## src/rtl/program_counter.sv

```systemverilog
`default_nettype none
// ============================================================================
// program_counter : falling-edge instruction-address register with run/halt
// Revision 1.0 - initial release
// ============================================================================
module program_counter #(
    parameter int WIDTH     = 8,
    parameter int RESET_VEC = 0,
    parameter int STEP      = 1
) (
    input  logic             CLK,
    input  logic             R,
    input  logic             LOAD,
    input  logic [WIDTH-1:0] LOAD_ADDR,
    input  logic             STALL,
    input  logic             HALT,
    input  logic             RESUME,
    output logic [WIDTH-1:0] PC,
    output logic [WIDTH-1:0] PC_PLUS1,
    output logic             FLUSH,
    output logic             WRAP,
    output logic             HALTED
);

    localparam logic [WIDTH-1:0] RESET_PC = WIDTH'(RESET_VEC);
    localparam logic [WIDTH:0]   STEP_EXT = (WIDTH + 1)'(STEP);

    typedef enum logic [0:0] {
        ST_RUN    = 1'b0,
        ST_HALTED = 1'b1
    } state_t;

    state_t           state;
    state_t           state_next;
    logic [WIDTH-1:0] pc_next;
    logic             flush_next;
    logic             wrap_next;
    logic [WIDTH:0]   sum;

    // Extra MSB of the adder is the carry; it only feeds WRAP.
    assign sum      = {1'b0, PC} + STEP_EXT;
    assign PC_PLUS1 = sum[WIDTH-1:0];
    assign HALTED   = (state == ST_HALTED);

    always_comb begin
        state_next = state;
        pc_next    = PC;
        flush_next = 1'b0;
        wrap_next  = 1'b0;
        case (state)
            ST_RUN: begin
                if (HALT) begin
                    state_next = ST_HALTED;
                end else if (LOAD) begin
                    pc_next    = LOAD_ADDR;
                    flush_next = 1'b1;
                end else if (!STALL) begin
                    pc_next   = sum[WIDTH-1:0];
                    wrap_next = sum[WIDTH];
                end
            end
            ST_HALTED: begin
                // Resume only releases the FSM; PC advances on the following edge.
                if (RESUME && !HALT) begin
                    state_next = ST_RUN;
                end
            end
            default: begin
                state_next = ST_RUN;
            end
        endcase
    end

    always_ff @(negedge CLK) begin
        if (!R) begin
            state <= ST_RUN;
            PC    <= RESET_PC;
            FLUSH <= 1'b0;
            WRAP  <= 1'b0;
        end else begin
            state <= state_next;
            PC    <= pc_next;
            FLUSH <= flush_next;
            WRAP  <= wrap_next;
        end
    end

endmodule
`default_nettype wire

```

## config.mk

```make
export PLATFORM = sky130hd
export DESIGN_NAME = program_counter
export DESIGN_NICKNAME = d
export VERILOG_FILES = /design/src/rtl/program_counter.sv
export SDC_FILE = /design/constraint.sdc
export NUM_CORES = 1
export LEC_CHECK = 0
export CAP_MARGIN = 20
export CORE_UTILIZATION = 30
export CTS_CLUSTER_SIZE = 16
export DETAILED_ROUTE_END_ITERATION = 6
export GPL_TIMING_DRIVEN = 1
export SETUP_SLACK_MARGIN = 0.05
export SLEW_MARGIN = 20
export SYNTH_ARGS = -nofsm -noshare
export SYNTH_HDL_FRONTEND = slang
export SYNTH_SLANG_ARGS = --single-unit
```

## constraint.sdc

```tcl
create_clock -name CLK -period 2.1 [get_ports CLK]
set_input_delay 0.21 -clock CLK [delete_from_list [all_inputs] [get_ports CLK]]
set_output_delay 0.21 -clock CLK [all_outputs]
set_load 0.005 [all_outputs]
```

=== Yosys cells after proc, flatten, opt, wreduce, memory -nomap -nowiden ===
Cells that the tools add are included.

* Bits of input ports: 14
* Bits in registers: 11

* Reductions and logical operators: 5
* Bitwise logic cells: 3
* Multiplexer cells: 6
* $add $sub $neg: 1
* Eq/ne operators: 1

{| class="wikitable"
|+ Operators with widths
! operator !! count
|-
| 2-to-1 mux 8 bit || 2
|-
| adder 8 x 1 -> 9 bit, second input constant || 1
|-
| OR reduction 5 bit || 1
|-
| 2-to-1 mux 1 bit || 3
|-
| inverter 1 bit || 3
|-
| AND reduction 3 bit || 1
|-
| OR reduction 3 bit || 1
|-
| != test 2 bit, second input constant || 1
|-
| case mux 1 bit (2 select lines) || 1
|-
| logical AND 1 bit || 1
|-
| zero test 1 bit || 1
|}

=== Longest topological paths before layout ===
* Word-level depth: 4
* Depth in mapped cells: 5

==> results.py <==
metrics = {
    "setup_path": {
        "required_ps": 1890,
        "crit_buf_inv": 2,
        "r2r_end": "PC[6]",
        "critPathMaxFanout": 3,
        "crit_family": "flip-flops",
        "slowest_delay_ps": 370,
        "crit_type": "reg2out",
        "ff2ff_path_depth": 6,
        "rrSetupSlack_ps": 710,
        "slowest_stage": "dfxtp_4",
        "crit_chain": "nand3_4, buf_12, nor3_4, xor2_1, buf_2",
        "reg2reg_from": "PC[0]",
        "critPathArrivalTime_ps": 2420,
        "cp-end-kind": "primary output",
        "start_kind": "register",
    },
    "timing": {
        "finalHoldViolCount": 0,
        "rsz0062_at_grt": "true",
        "tightest_slew_ps": 276,
        "finalMaxSlewViolations": 0,
        "skew_ps": 11.9,
        "setup_viol": 16,
        "setup_slack_ps": -532,
        "tns_ps": -4140,
        "relSlewSlack_pct": 81.5,
        "fin_hold_ws_ps": 590,
    },
    "clock_network": {
        "clk_latency_ps": 340,
        "postCtsHoldBufs": 0,
        "path_clk_slew_ps": 40,
        "htree_levels": 1,
        "cts_tree": "built",
        "clock_sinks": 11,
        "cts_buffer_depth": 2,
        "cts-root-buf": "clkbuf_4",
        "cts_buffers": 3,
    },
    "yosys": {
        "synth_cells": 87,
        "synth_edf_count": 0,
        "yosysTopAreaCellShare_pct": 29.1,
        "yosysTopAreaCell": "dfxtp_1",
        "seq_area_frac_synth_pct": 29.1,
        "syn_area_um2": 756,
        "synthArstFlopShare_pct": 0,
        "synth_seq_cells": 11,
        "synthesis.nets": 102,
        "ys_warn_count": 0,
        "synth.distinct_cells": 40,
        "ys_dominant_reg_cell": "dfxtp_1",
        "ys_top_cells_by_area": "dfxtp_1 (29%), buf_4 (8.9%), nand3_1 (4.0%)",
        "avgSynthCellArea_um2": 8.69,
    },
    "job": {
        "drv_cap": 0,
    },
    "min_path": {
        "worstHoldEndpoint": "WRAP",
        "hold_depth": 3,
        "hp-class": "reg2reg",
        "min-delay-start": "PC[7]",
    },
    "power_and_ir_drop": {
        "p_total_uw": 703,
        "pwr-share-clk_pct": 33.2,
        "sw_frac_of_total_pct": 34.4,
        "switchingPower_uw": 242,
        "power.leakage_nw": 0.774,
        "comb_power_share_pct": 33.2,
        "powerDensity_mw_per_mm2": 453,
        "p_int_uw": 461,
        "ir_drop_uv": 274,
        "seqPwrFrac_pct": 33.6,
    },
    "floorplan": {
        "die_w_um": 52.2,
        "fp.dieH_um": 52.2,
        "start_util_pct": 32.9,
        "die_area_mm2": 0.00272,
        "rows": 17,
        "ios": 33,
        "core_region_area_mm2": 0.00230,
    },
    "cells_and_area": {
        "antennaDiodeCount": 0,
        "drive_gt1_share_pct": 58.4,
        "area_delta_synth_final_pct": 105,
        "fin_util_pct": 67.5,
        "nets": 182,
        "regArea_um2": 249,
        "stdcell_area_mm2": 0.00155,
        "multi_input_area_um2": 532,
        "n_fill_cell": 217,
    },
    "run_status": {
        "violations": "negative setup slack",
        "status": "finished with violations",
    },
    "route": {
        "met2WireLength_mm": 1.30,
        "drt_iter0_drc": 17,
        "met3_length_um": 209,
        "post-route-drc-count": 0,
        "antenna_left": 0,
        "wirelength_mm": 2.59,
        "m1WireLength_mm": 1.02,
        "dr.pass1.iters": 4,
        "routed_via_density": 4.82,
        "vias": 935,
        "dr.max_layer_used": "met4",
        "wl_per_cell_um": 13.3,
    },
    "placed_design": {
        "gp_congestion": 0.782,
        "numPortBuffers": 32,
        "dpl_cell_area_mm2": 0.00132,
        "hpwl_mm": 1.63,
    },
    "global_routing": {
        "gr-usage-all-layers_pct": 19.5,
        "antenna_found_initial": 0,
        "grt_pass1_vias": 901,
        "grt_overflow": 0,
        "grt_first_pass_wirelength_mm": 3.86,
        "grt_max_degree": 18,
    },
}
-- flip-flops by register name, summed over array words and instances, names as in the netlist --
name    flops
WRAP        1
PC          8
HALTED      1
FLUSH       1
-- metrics by stage --
step | instances | setup slack (ps)
CTS | 189 | -602
global placement | 165 | -486
floorplan | 87 | -56.9
finish | 194 | -532
global route | 194 | -628
detailed placement | 165 | -516
-- cell type report --
type	instances	area share (%)
repair buffers	76	42.0
multi-input cells	60	34.3
flip-flops and latches	11	16.0
clock inverters	12	2.90
well taps	28	2.26
clock buffers	3	1.45
inverters	4	1.05
-- worst min-delay path: stages (launching register included) --
cell     delay [ps]
dfxtp_2         320
buf_6           120
nand3_1          60
nor3_1           50
-- kinds of logic after synthesis --
| family | Yosys count | share of synthesized area, % |
|---|---|---|
| AND/OR/NAND/NOR | 37 | 31.1 |
| XOR/XNOR | 5 | 5.80 |
| AO/OA/AOI/OAI | 16 | 18.4 |
| flip-flops | 11 | 29.1 |
| buffers and inverters | 16 | 12.6 |
| multiplexers | 1 | 1.32 |
| adder cells (fa/ha/maj) | 1 | 1.66 |
-- synthesized netlist by cell type (2+ instances only) --
library cell and number:
nor2b_1 2, nand2_1 7, buf_4 9, nand3_1 6
nor2_1 2, nor3b_1 4, nand3_2 2, xor2_1 3
inv_1 3, nor3_2 2, o31a_1 2, a32o_1 2
nor3_1 2, o21ai_1 2, dfxtp_1 11, and3_1 3
xnor2_1 2
-- placed cells by master, fill, tap and decap left out, types with 2 or more instances in the layout --
| cell | Yosys | layout |
|---|---|---|
| nand3_1 | 6 | 5 |
| clkdlybuf4s50_1 | 0 | 10 |
| nand3_4 | 0 | 3 |
| nor3_1 | 2 | 2 |
| nor3b_1 | 4 | 3 |
| dfxtp_4 | 0 | 7 |
| xnor2_2 | 0 | 2 |
| clkbuf_4 | 0 | 3 |
| a32o_1 | 2 | 2 |
| buf_6 | 0 | 19 |
| nor2_1 | 2 | 2 |
| nand2_2 | 0 | 2 |
| dfxtp_1 | 11 | 2 |
| o31a_1 | 2 | 2 |
| o21ai_1 | 2 | 2 |
| nor2_4 | 1 | 2 |
| dfxtp_2 | 0 | 2 |
| inv_1 | 3 | 14 |
| and3_1 | 3 | 2 |
| nand2_1 | 7 | 5 |
| buf_2 | 1 | 12 |
| xor2_1 | 3 | 3 |
| buf_4 | 9 | 31 |
-- what timing repair did --
action	in CTS	in global routing
pin swaps	9	5
endpoints found under the setup margin	28	23
buffers inserted	11	7
resized for setup	105	9
-- worst max path at each step --
stage,startpoint,endpoint,slack (ps),cells after the start
after floorplan,PC[0],PC_PLUS1[4],-60,4
after detailed placement,HALT,PC[6],-520,5
after global placement,PC[0],PC_PLUS1[7],-490,4
final,PC[0],PC_PLUS1[7],-530,5
after global routing,PC[1],PC_PLUS1[7],-630,5
after CTS,PC[0],PC_PLUS1[7],-600,5
-- power groups by stage --
stage | Combinational, mW | Sequential [mW] | Clock, mW
after global routing | 0.251 | 0.237 | 0.275
after CTS | 0.218 | 0.236 | 0.240
after global placement | 0.200 | 0.237 | 0.0348
final | 0.233 | 0.236 | 0.234
after detailed placement | 0.203 | 0.238 | 0.0348
after floorplan | 0.0820 | 0.246 | 0.0348
-- layer usage --
layer / track usage (%) / up-vias
met2: 31.6 / 39
met4: 10.1 / 0
li1: - / 466
met3: 5.22 / 7
met1: 23.5 / 423
met5: 0 / -
Power figures use the tool's default switching activity.
